### src/rtl/cdb_arbiter.sv
// -----------------------------------------------------------------------------
// cdb_arbiter
//
// Shares the single result-writeback bus (CDB) between the ALU, LSB and MUL.
// Each producer pushes results into its own small circular FIFO through a
// valid/ready handshake. A round-robin scheduler pops at most one FIFO head
// per cycle onto a registered CDB. A rollback empties every FIFO and drops
// that cycle's inputs. When rdy is low, all state is frozen.
//
// Optional build macro:
//   CDB_BYPASS_EN - a source that wins arbitration with an empty FIFO but with
//                   an accepted input has that input registered straight onto
//                   the CDB. The input is not written to the FIFO.
//                   When the macro is not defined, every result passes
//                   through its FIFO.
//
// Ports:
//   clk, rst            clock, synchronous active-high reset
//   rdy                 global enable; low freezes all state
//   rollback            misprediction flush
//   alu_*               ALU producer (valid/ready, rob entry, value, jump info)
//   lsb_*               LSB producer (valid/ready, rob entry, value)
//   mul_*               MUL producer (valid/ready, rob entry, value)
//   cdb_*               registered broadcast (valid, source, entry, value,
//                       jump info; jump fields are 0 for LSB/MUL)
// -----------------------------------------------------------------------------
module cdb_arbiter #(
  parameter int ROB_IDX_W  = 4,
  parameter int FIFO_DEPTH = 2
) (
  input  logic                 clk,
  input  logic                 rst,
  input  logic                 rdy,
  input  logic                 rollback,

  input  logic                 alu_valid,
  output logic                 alu_ready,
  input  logic [ROB_IDX_W-1:0] alu_rob_entry,
  input  logic [31:0]          alu_val,
  input  logic                 alu_need_jump,
  input  logic [31:0]          alu_jump_pc,

  input  logic                 lsb_valid,
  output logic                 lsb_ready,
  input  logic [ROB_IDX_W-1:0] lsb_rob_entry,
  input  logic [31:0]          lsb_value,

  input  logic                 mul_valid,
  output logic                 mul_ready,
  input  logic [ROB_IDX_W-1:0] mul_rob_entry,
  input  logic [31:0]          mul_val,

  output logic                 cdb_valid,
  output logic [1:0]           cdb_src,
  output logic [ROB_IDX_W-1:0] cdb_rob_entry,
  output logic [31:0]          cdb_value,
  output logic                 cdb_need_jump,
  output logic [31:0]          cdb_jump_pc
);

  localparam int               NSRC     = 3;
  localparam int               PTR_W    = $clog2(FIFO_DEPTH);
  localparam int               CNT_W    = PTR_W + 1;
  localparam logic [CNT_W-1:0] FULL_CNT = CNT_W'(FIFO_DEPTH);

  typedef struct packed {
    logic [ROB_IDX_W-1:0] rob_entry;
    logic [31:0]          value;
    logic                 need_jump;
    logic [31:0]          jump_pc;
  } entry_t;

  // Source index 0 = ALU, 1 = LSB, 2 = MUL (matches the cdb_src encoding).
  entry_t            mem_q    [NSRC][FIFO_DEPTH];
  logic [PTR_W-1:0]  rd_ptr_q [NSRC];
  logic [PTR_W-1:0]  rd_ptr_d [NSRC];
  logic [PTR_W-1:0]  wr_ptr_q [NSRC];
  logic [PTR_W-1:0]  wr_ptr_d [NSRC];
  logic [CNT_W-1:0]  count_q  [NSRC];
  logic [CNT_W-1:0]  count_d  [NSRC];
  logic [1:0]        rr_q, rr_d;

  logic              cdb_valid_q, cdb_valid_d;
  logic [1:0]        cdb_src_q,   cdb_src_d;
  entry_t            cdb_entry_q, cdb_entry_d;

  entry_t            in_entry [NSRC];
  logic [NSRC-1:0]   in_valid;
  logic [NSRC-1:0]   ready;
  logic [NSRC-1:0]   push_req;
  logic [NSRC-1:0]   offer;
  logic [NSRC-1:0]   cand;
  logic [NSRC-1:0]   grant_oh;
  logic [NSRC-1:0]   push;
  logic [NSRC-1:0]   pop;
  logic              grant_valid;
  logic              bypass_sel;
  logic [1:0]        grant_idx;
  entry_t            grant_entry;
  logic              active;

  // ---------------------------------------------------------------------------
  // Input packing. LSB and MUL never carry jump information.
  // ---------------------------------------------------------------------------
  always_comb begin
    in_entry[0] = '{rob_entry: alu_rob_entry, value: alu_val,
                    need_jump: alu_need_jump, jump_pc: alu_jump_pc};
    in_entry[1] = '{rob_entry: lsb_rob_entry, value: lsb_value,
                    need_jump: 1'b0, jump_pc: 32'd0};
    in_entry[2] = '{rob_entry: mul_rob_entry, value: mul_val,
                    need_jump: 1'b0, jump_pc: 32'd0};
    in_valid    = {mul_valid, lsb_valid, alu_valid};
  end

  // Ready is based on the pre-pop count, so a full FIFO refuses input even in
  // the cycle it is being drained.
  assign active = rdy && !rollback;

  always_comb begin
    for (int i = 0; i < NSRC; i++) begin
      ready[i] = (count_q[i] != FULL_CNT) && active;
    end
  end

  assign push_req  = in_valid & ready;
  assign alu_ready = ready[0];
  assign lsb_ready = ready[1];
  assign mul_ready = ready[2];

  // ---------------------------------------------------------------------------
  // Round-robin grant: scan rr, rr+1, rr+2 (mod 3); the first candidate wins.
  // ---------------------------------------------------------------------------
  // NOTE: every signal written in a combinational block gets a default at the
  // top, so no path leaves it unassigned and no latch is inferred.
  always_comb begin
    grant_oh    = '0;
    grant_idx   = 2'd0;
    grant_valid = 1'b0;
    bypass_sel  = 1'b0;
    grant_entry = '0;
`ifdef CDB_BYPASS_EN
    offer       = push_req;
`else
    offer       = '0;
`endif
    for (int i = 0; i < NSRC; i++) begin
      cand[i] = active && ((count_q[i] != '0) || offer[i]);
    end
    for (int k = 0; k < NSRC; k++) begin
      for (int i = 0; i < NSRC; i++) begin
        if (!grant_valid && cand[i] && (i == (int'(rr_q) + k) % NSRC)) begin
          grant_valid = 1'b1;
          grant_oh[i] = 1'b1;
          grant_idx   = 2'(i);
          // A non-empty FIFO always sends its head. Only an empty one can
          // forward its input.
          bypass_sel  = (count_q[i] == '0);
          grant_entry = bypass_sel ? in_entry[i] : mem_q[i][rd_ptr_q[i]];
        end
      end
    end
  end

  // A bypassed input goes onto the CDB and is not written to the FIFO.
  assign push = push_req & ~(grant_oh & {NSRC{bypass_sel}});
  assign pop  = grant_oh & ~{NSRC{bypass_sel}};

  // ---------------------------------------------------------------------------
  // Next state. rollback has priority over rdy. rst is handled in the
  // register block.
  // ---------------------------------------------------------------------------
  always_comb begin
    rr_d        = rr_q;
    cdb_valid_d = cdb_valid_q;
    cdb_src_d   = cdb_src_q;
    cdb_entry_d = cdb_entry_q;
    for (int i = 0; i < NSRC; i++) begin
      rd_ptr_d[i] = rd_ptr_q[i];
      wr_ptr_d[i] = wr_ptr_q[i];
      count_d[i]  = count_q[i];
    end

    if (rollback) begin
      rr_d        = 2'd0;
      cdb_valid_d = 1'b0;
      for (int i = 0; i < NSRC; i++) begin
        rd_ptr_d[i] = '0;
        wr_ptr_d[i] = '0;
        count_d[i]  = '0;
      end
    end else if (rdy) begin
      // With no candidates, only cdb_valid drops. The payload fields keep
      // their old values.
      cdb_valid_d = grant_valid;
      if (grant_valid) begin
        cdb_src_d   = grant_idx;
        cdb_entry_d = grant_entry;
        rr_d        = (grant_idx == 2'd2) ? 2'd0 : grant_idx + 2'd1;
      end
      for (int i = 0; i < NSRC; i++) begin
        if (push[i]) wr_ptr_d[i] = wr_ptr_q[i] + 1'b1;
        if (pop[i])  rd_ptr_d[i] = rd_ptr_q[i] + 1'b1;
        case ({push[i], pop[i]})
          2'b10:   count_d[i] = count_q[i] + 1'b1;
          2'b01:   count_d[i] = count_q[i] - 1'b1;
          default: count_d[i] = count_q[i];
        endcase
      end
    end
  end

  // NOTE: state registers use non-blocking assignments, so every register in
  // the block samples its _d value from before the edge.
  always_ff @(posedge clk) begin
    if (rst) begin
      rr_q        <= 2'd0;
      cdb_valid_q <= 1'b0;
      cdb_src_q   <= 2'd0;
      cdb_entry_q <= '0;
      for (int i = 0; i < NSRC; i++) begin
        rd_ptr_q[i] <= '0;
        wr_ptr_q[i] <= '0;
        count_q[i]  <= '0;
      end
    end else begin
      rr_q        <= rr_d;
      cdb_valid_q <= cdb_valid_d;
      cdb_src_q   <= cdb_src_d;
      cdb_entry_q <= cdb_entry_d;
      for (int i = 0; i < NSRC; i++) begin
        rd_ptr_q[i] <= rd_ptr_d[i];
        wr_ptr_q[i] <= wr_ptr_d[i];
        count_q[i]  <= count_d[i];
      end
    end
  end

  // NOTE: the FIFO storage has no reset. An entry is never read before it is
  // written, because count and the pointers are reset.
  always_ff @(posedge clk) begin
    for (int i = 0; i < NSRC; i++) begin
      if (push[i]) mem_q[i][wr_ptr_q[i]] <= in_entry[i];
    end
  end

  assign cdb_valid     = cdb_valid_q;
  assign cdb_src       = cdb_src_q;
  assign cdb_rob_entry = cdb_entry_q.rob_entry;
  assign cdb_value     = cdb_entry_q.value;
  assign cdb_need_jump = cdb_entry_q.need_jump;
  assign cdb_jump_pc   = cdb_entry_q.jump_pc;

endmodule

### config.mk
export PLATFORM = sky130hd
export DESIGN_NAME = cdb_arbiter
export DESIGN_NICKNAME = d
export VERILOG_FILES = /design/src/rtl/cdb_arbiter.sv
export SDC_FILE = /design/constraint.sdc
export NUM_CORES = 1
export LEC_CHECK = 0
export CAP_MARGIN = 5
export CORE_UTILIZATION = 40
export CTS_BUF_LIST = sky130_fd_sc_hd__clkbuf_8
export CTS_CLUSTER_DIAMETER = 40
export DETAILED_ROUTE_END_ITERATION = 6
export SLEW_MARGIN = 25
export SYNTH_ARGS = -nofsm -noshare
export SYNTH_HDL_FRONTEND = slang
export SYNTH_SLANG_ARGS = --single-unit
export TNS_END_PERCENT = 20
### constraint.sdc
create_clock -name clk -period 6.9 [get_ports clk]
set_clock_uncertainty 0.2 [all_clocks]
set_input_delay 1.38 -clock clk [delete_from_list [all_inputs] [get_ports clk]]
set_output_delay 1.38 -clock clk [all_outputs]
set_load 0.01 [all_outputs]
## Word level (Yosys, flattened, before mapping)

Memories as Yosys holds them, arrays and structs flattened.
Cells that the tools add are included.
Widths: inputs -> output; s select.

| cells by class | value |
|---|---|
| equal/unequal tests | 16 |
| multiplexer cells | 95 |
| bitwise logic cells | 22 |
| reductions and logical operators | 48 |
| div/mod/pow operators | 3 |
| add/subtract/negate cells | 15 |
| magnitude comparators | 9 |

Operators by type and width:

| cell | number |
|---|---|
| $mux 69 | 24 |
| $mux 138 | 3 |
| $demux 69 s1 | 3 |
| $eq 2x32->1 const A | 3 |
| $eq 3x32->1 const A | 3 |
| $logic_not 32->1 | 3 |
| $mod 32x3->32 const B | 2 |
| $mux 1 | 45 |
| $mod 3x3->32 const B | 1 |
| $logic_and 1x1->1 | 27 |
| $mux 2 | 11 |
| $and 3x3->3 | 4 |
| $ge 2x2->1 const B | 6 |
| $mux 3 | 4 |
| $mux 6 | 2 |
| $not 1->2 | 6 |
| $pmux 2 s2 | 3 |
| $logic_not 1->1 | 9 |
| $or 1x1->1 | 9 |
| $add 2x1->2 const B | 4 |
| $eq 2x2->1 const B | 4 |
| $add 1x1->1 const B | 6 |
| $eq 2x1->1 const B | 3 |
| $logic_not 2->1 | 3 |
| other kinds (11) | 20 |

| storage, ports and cells | value |
|---|---|
| flip-flop bits (word level) | 74 |
| logic and storage cells | 219 |
| output and inout bits | 75 |
| input bits | 148 |
| memories kept | 4 |
| bits in writable memories | 426 |

Memory list:

| name | words | bits a word | rd ports | clocked after memory_dff | write ports | line | RTL |
|---|---|---|---|---|---|---|---|
| mem_q | 3 | 138 | 3 | 0 | 3 | 74 | `entry_t mem_q [NSRC][FIFO_DEPTH];` |
| count_q | 3 | 2 | 3 | 0 | 3 | 79 | `logic [CNT_W-1:0] count_q [NSRC];` |
| rd_ptr_q | 3 | 1 | 3 | 0 | 3 | 75 | `logic [PTR_W-1:0] rd_ptr_q [NSRC];` |
| wr_ptr_q | 3 | 1 | 3 | 0 | 3 | 77 | `logic [PTR_W-1:0] wr_ptr_q [NSRC];` |

## Depth between registers and ports, before layout

Gate-level depths: netlist of the first run.

| logic depth | value |
|---|---|
| word-level depth | 45 |
| depth in mapped cells | 13 |
| depth with buffers taken out | 11 |

## Least setup slack after synthesis of the first run

OpenSTA, ideal clock, no wires.

| timing | value |
|---|---|
| path type | input port to flip-flop |
| start | input rollback |
| end | memory mem_q[0][0] in the netlist's numbering (enable) |
| setup slack | 1.184 ns |
| arrival | 5.019 ns |
| stages on the path | 5 |
| buffers on the path | 1 |
| library setup time | 0.497 ns |
| data required time | 6.203 ns |
| cells stage by stage | nand2b_1 > buf_2 > a21oi_1 > nand2_1 > nor2_1 |

RTL lines:

| what | line | RTL |
|---|---|---|
| start: declaration | 34 | `input logic rollback,` |
| end: declaration | 74 |  |

## Worst setup path after layout of the first run

| timing | value |
|---|---|
| start | input rdy |
| end | output mul_ready |

| on the way | value |
|---|---|
| word-level cells in the longest chain between the ends | 2 |

Ends and longest elaborated chain:

| what | line | RTL |
|---|---|---|
| start: declaration | 33 | `input logic rdy,` |
| $logic_and 1x1->1 | 117 | `assign active = rdy && !rollback;` |
| $logic_and 1x1->1 | 121 | `ready[i] = (count_q[i] != FULL_CNT) && active;` |
| end: declaration | 49 | `output logic mul_ready,` |

No other way between the ends.

==> results of run 1 <==
state kept, by name (all words and copies together), names as in the netlist:
name           flops
mem_q            282
cdb_jump_pc       32
cdb_value         32
count_q            6
cdb_rob_entry      4
rd_ptr_q           3
wr_ptr_q           3
cdb_src            2
rr_q               2
cdb_need_jump      1
cdb_valid          1
cells in the mapped netlist (5+ instances only):
cell and instances:
edfxtp_1 282, xor2_1 6, buf_1 12, o22a_1 9, clkbuf_1 65, a211oi_1 50, nor3_1 38, dfxtp_1 86
inv_1 8, o221ai_1 9, nor2b_1 6, nor2_1 129, nand2_1 95, o22ai_1 77, o21ai_1 32, xnor2_1 9
mux2i_1 141, ha_1 5, o21ai_0 59, a221oi_1 7, a21oi_1 149, buf_2 28, a22oi_1 42
area by class of cell:
class / instances / area, µm²
clock buffer: 79 / 1087
antenna: 2 / 5.005
tap: 525 / 656.9
sequential: 368 / 10200
inverter: 8 / 30.03
clock inverter: 46 / 382.9
multi-input combinational: 910 / 5757
fill: 3553 / 19440
timing repair buffer: 251 / 2446
final timing paths:
path | cells after the start | slack (ns) | start | end
setup / recovery | 4 | 2.12 | rdy | mul_ready
hold / removal | 2 | 0.27 | cdb_value[27] | cdb_value[27]
setup reg to reg | 7 | 2.94 | count_q[0][2] | cdb_value[28]
hold reg to reg | 2 | 0.27 | cdb_value[27] | cdb_value[27]
worst reg2reg max path: stages, from the launching register on:
cell      delay (ns)
dfxtp_1         0.87
or2_2           0.24
buf_4           0.60
nand3_2         1.00
o22a_1          0.56
o221ai_1        0.20
nand2_1         0.08
a21oi_1         0.14
per-layer routing:
layer / vias to the layer above / global-route usage [%]
li1: 5761 / -
met4: 10 / 10.31
met2: 670 / 37.54
met5: - / 0
met1: 6062 / 30.65
met3: 132 / 5.708
cells by family after synthesis:
group,count (synthesis),synth area share [%]
fa+ha+maj,5,0.3821
xor+xnor,15,0.8025
mux,142,8.689
compound gates,448,16.58
buf+inv,119,3.149
simple gates,300,8.154
flops,368,62.24
per-stage QoR:
stage	std cells	setup slack (ns)	total power [mW]	hold WS, ns
6_report	2189	2.118	4.938	0.2699
5_1_grt	2188	1.995	5.109	0.3008
4_1_cts	2187	2.106	4.983	0.2712
3_5_place_dp	2062	2.105	2.747	0.2632
3_3_place_gp	2062	2.131	2.740	0.2579
2_1_floorplan	1397	1.184	2.584	0.2618
power groups by stage:
stage	Sequential [mW]	Combinational, mW	Clock [mW]
floorplan	2.48	0.106	0
global placement	2.48	0.264	0
detailed placement	2.48	0.270	0
CTS	2.43	0.271	2.28
global route	2.43	0.294	2.38
finish	2.43	0.272	2.24
==> impl_metrics.json, run 1 <==
{
  "outcome": "complete, no violations",
  "clock_path_buffers": 3,
  "slowest_delay_ns": 0.59,
  "crit_chain": "clkdlybuf4s50_1, nand2b_1, a21oi_1, clkdlybuf4s50_1",
  "ios": 223,
  "cts_buffers": 68,
  "power.share.combinational_pct": 5.5,
  "wl_per_cell_um": 22.68,
  "netlist_instances": 1397,
  "avgSynthCellArea_um2": 11.72,
  "p_clk_share_pct": 45.3,
  "final_hold_viol_count": 0,
  "route.met2.wl_um": 23020,
  "dieWidth_um": 204.3,
  "postRouteAntennaNets": 0,
  "relSlewSlack_pct": 26.55,
  "dpl_cell_area_um2": 19070,
  "grt_first_pass_wirelength_um": 74090,
  "clk_latency_ns": 0.61,
  "synth-edff-count": 282,
  "die_h_um": 204.3,
  "design_area_um2": 20560,
  "drt_pre_antenna_iters": 5,
  "path_buf_inv": 2,
  "clock_sinks": 368,
  "place_congestion": 0.8275,
  "finalSetupTns_ns": 0,
  "post-route-util_pct": 51.39,
  "seq_area_frac_synth_pct": 62.24,
  "layout_common_cells": "edfxtp_1, clkdlybuf4s50_1, a21oi_1",
  "p_int_mw": 3.854,
  "cp.arrival_ns": 3.20,
  "setup_viol": 0,
  "synthDistinctLibCells": 54,
  "peakVddDrop_mv": 0.1226,
  "fin_crit_ns": 4.782,
  "ctsHoldBuffers": 0,
  "rows": 73,
  "grt_pass1_vias": 12640,
  "area_growth_pct": 25.59,
  "fin_nets": 1760,
  "syn-cell-area_um2": 16370,
  "grt_max_degree": 114,
  "initial_core_util_pct": 40.92,
  "worstPathMaxFanout": 10,
  "core_area_um2": 40010,
  "cts_repair_resize_count": 0,
  "ys.flop_type": "edfxtp_1",
  "tightest_slew_ns": 1.100,
  "p_seq_share_pct": 49.2,
  "worst_path_most_repeated_cell": "clkdlybuf4s50_1",
  "synthArstFlopShare_pct": 0,
  "synthTopCellsByArea": "edfxtp_1, dfxtp_1, mux2i_1, a21oi_1, nor2_1",
  "drive_gt1_share_pct": 9.326,
  "cts_tree": "built",
  "ys_seq_elements": 368,
  "met3_length_um": 4303,
  "start_kind": "input pin",
  "slew_viol_final": 0,
  "end_kind": "primary output",
  "leakagePower_nw": 6.623,
  "grt_usage_pct": 23.64,
  "root_buffer": "clkbuf_8",
  "crit_family": "buffers and inverters",
  "yosys_warnings": 0,
  "sw_frac_of_total_pct": 21.96,
  "ctsHtreeMaxLevel": 3,
  "grt-ovfl-total": 0,
  "drt_iter0_drc": 1139,
  "dieArea_um2": 41740,
  "synth_top_area_share_pct": 51.72,
  "drc": 0,
  "drt-total-wl_um": 49650,
  "antenna_found_initial": 6,
  "dpl.hpwl_um": 29130,
  "powerDensity_nw_per_um2": 240.2,
  "fmax_ghz": 0.2091,
  "p_switching_mw": 1.085,
  "io_buffers": 222,
  "drt-met1-wl_um": 20520,
  "cp_slowest_cell": "clkdlybuf4s50_1",
  "postCtsSetupBuffers": 0,
  "mostFrequentLayoutCell": "edfxtp_1",
  "rsz0062_at_grt": "false",
  "syn_nets": 1550,
  "path_clk_slew_ns": 0.06,
  "hold_class": "flip-flop to flip-flop",
  "cap_violations": 0,
  "period_share_pct": 69.31,
  "critPathKind": "input pin to primary output",
  "crit_required_ns": 5.32,
  "vias": 12640,
  "vias_per_cell": 5.772,
  "synth_area_leader_cell": "edfxtp_1",
  "highest_layer": "met5"
}
No activity file was read; power rests on OpenSTA's default activity.
==> inputs of run 2 (changes only) <==
clock period = 4.9 ns   (was 6.9 ns; I/O delays follow)
==> run 2 against run 1 <==
Against the previous run: sequential cell count unchanged; clock power increased by 34%; sequential share of layout area decreased by 0.29 points; first-iteration DRC count increased by 7.0%; core utilization increased by 0.30 points; cell area increased by 0.59%; wire length increased by 2.5%; sequential power increased by 41%; non-clock buffer count increased by 12; global-route usage increased by 0.62 points; combinational power increased by 44%; hold slack improved by 0.0016 ns; critical path type unchanged; critical endpoint unchanged; highest routed layer unchanged.
==> impl_metrics.json, run 2 (synthesis results as in run 1) <==
{
  "dpl.hpwl_um": 30270,
  "hold_class": "flip-flop to flip-flop",
  "tightest_slew_ns": 1.067,
  "dp_cells": 2074,
  "worstPathMaxFanout": 8,
  "cts_repair_resize_count": 0,
  "clock_sinks": 368,
  "grt_usage_pct": 24.26,
  "place_congestion": 0.9006,
  "grt_first_pass_wirelength_um": 76000,
  "ctsHoldBuffers": 0,
  "grt_pass1_vias": 13020,
  "min-delay-start": "cdb_value[27]",
  "cp.arrival_ns": 2.68,
  "timing.rr.start": "count_q[0][3]",
  "hold_depth": 2,
  "drc": 0,
  "relSlewSlack_pct": 28.88,
  "timing.hold.ws_ns": 0.2715,
  "core_area_um2": 40010,
  "rows": 73,
  "area_growth_pct": 26.33,
  "startpoint": "rdy",
  "multi_input_area_um2": 5757,
  "layout_common_cells": "edfxtp_1, clkdlybuf4s50_1, a21oi_1",
  "crit_required_ns": 3.72,
  "ios": 223,
  "peakVddDrop_mv": 0.1806,
  "path_clk_slew_ns": 0.06,
  "crit_path_end": "mul_ready",
  "design_area_um2": 20680,
  "io_buffers": 222,
  "dpl_cell_area_um2": 19250,
  "fin_crit_ns": 3.856,
  "leakagePower_nw": 6.669,
  "vias_per_cell": 5.797,
  "setup_viol": 0,
  "ctsHtreeMaxLevel": 3,
  "grt-ovfl-total": 0,
  "clk_latency_ns": 0.62,
  "cts_tree": "built",
  "drive_gt1_share_pct": 10.10,
  "drt_pre_antenna_iters": 5,
  "antenna_found_initial": 5,
  "drt_iter0_drc": 1219,
  "rsz0062_at_grt": "false",
  "dieWidth_um": 204.3,
  "slew_viol_final": 0,
  "largest_reg_flops": 282,
  "die_h_um": 204.3,
  "start_kind": "input pin",
  "cts_buffers": 73,
  "postCtsSetupBuffers": 0,
  "mostFrequentLayoutCell": "edfxtp_1",
  "regArea_um2": 10200,
  "cap_violations": 0,
  "wl_per_cell_um": 23.02,
  "critPathKind": "input pin to primary output",
  "dieArea_um2": 41740,
  "clock_path_buffers": 3,
  "outcome": "complete, no violations",
  "powerDensity_nw_per_um2": 330.1,
  "drt-total-wl_um": 50880,
  "grt_max_degree": 88,
  "initial_core_util_pct": 40.92,
  "r2r_setup_slack_ns": 1.56,
  "fin_nets": 1777,
  "reg2reg_depth": 7,
  "r2r-end": "cdb_value[22]",
  "postRouteAntennaNets": 0,
  "num-fill-cells": 3553,
  "final_hold_viol_count": 0,
  "fmax_ghz": 0.2593,
  "root_buffer": "clkbuf_8",
  "layout.cells.non_filler": 2210,
  "end_kind": "primary output",
  "vias": 12810,
  "period_share_pct": 78.69
}
[run 2: cell types whose count changed in the layout (fill, tap and decap cells not counted), sizes merged]
cell,change
buf,+12
bufinv,-5
clkbuf,+3
clkinv,+6
clkinvlp,+4
inv,+1
[run 2: layout make-up]
cell class,count,area share [%]
Sequential cell,368,49.30
Timing Repair Buffer,263,12.63
Clock inverter,52,1.434
Clock buffer,82,5.457
Antenna cell,2,0.02420
Tap cell,525,3.176
Multi-Input combinational cell,910,27.83
Inverter,8,0.1452
[run 2: worst max-delay path: stages]
cell	delay [ns]
clkdlybuf4s50_1	0.62
nand2b_1	0.15
buf_4	0.20
a21oi_1	0.16
clkdlybuf4s50_1	0.57
[run 2: per-layer routing]
layer  track usage (%)  share of wire (%)  vias to the layer above
met4             11.41                3.9                        8
met2             38.79                 46                      747
met5                 0               0.11                        -
met1             31.26                 41                     6102
met3             5.277                8.7                      146
li1                  -                  -                     5808
[run 2: worst min-delay path by stage]
stage | endpoint | slack (ns)
after CTS | cdb_value[27] | 0.27
after floorplan | rr_q[1] | 0.26
after global routing | cdb_value[26] | 0.31
after detailed placement | cdb_value[27] | 0.26
final | cdb_value[27] | 0.27
after global placement | cdb_value[26] | 0.26
[run 2: where the power goes]
group	switching, mW	internal (mW)	total (mW)
clock network	1.36	1.65	3.01
logic	0.211	0.179	0.391
registers	0.0149	3.41	3.42
total	1.59	5.24	6.83
[run 2: stage by stage]
step	util (%)	setup TNS [ns]	worst slack, ns	total power, mW
4_1_cts	51.69	0	1.037	6.895
3_5_place_dp	48.12	0	0.9533	3.875
5_1_grt	51.69	0	0.9639	7.067
2_1_floorplan	-	-57.34	-0.4155	3.639
3_3_place_gp	48.12	0	1.019	3.867
6_report	51.70	0	1.044	6.827
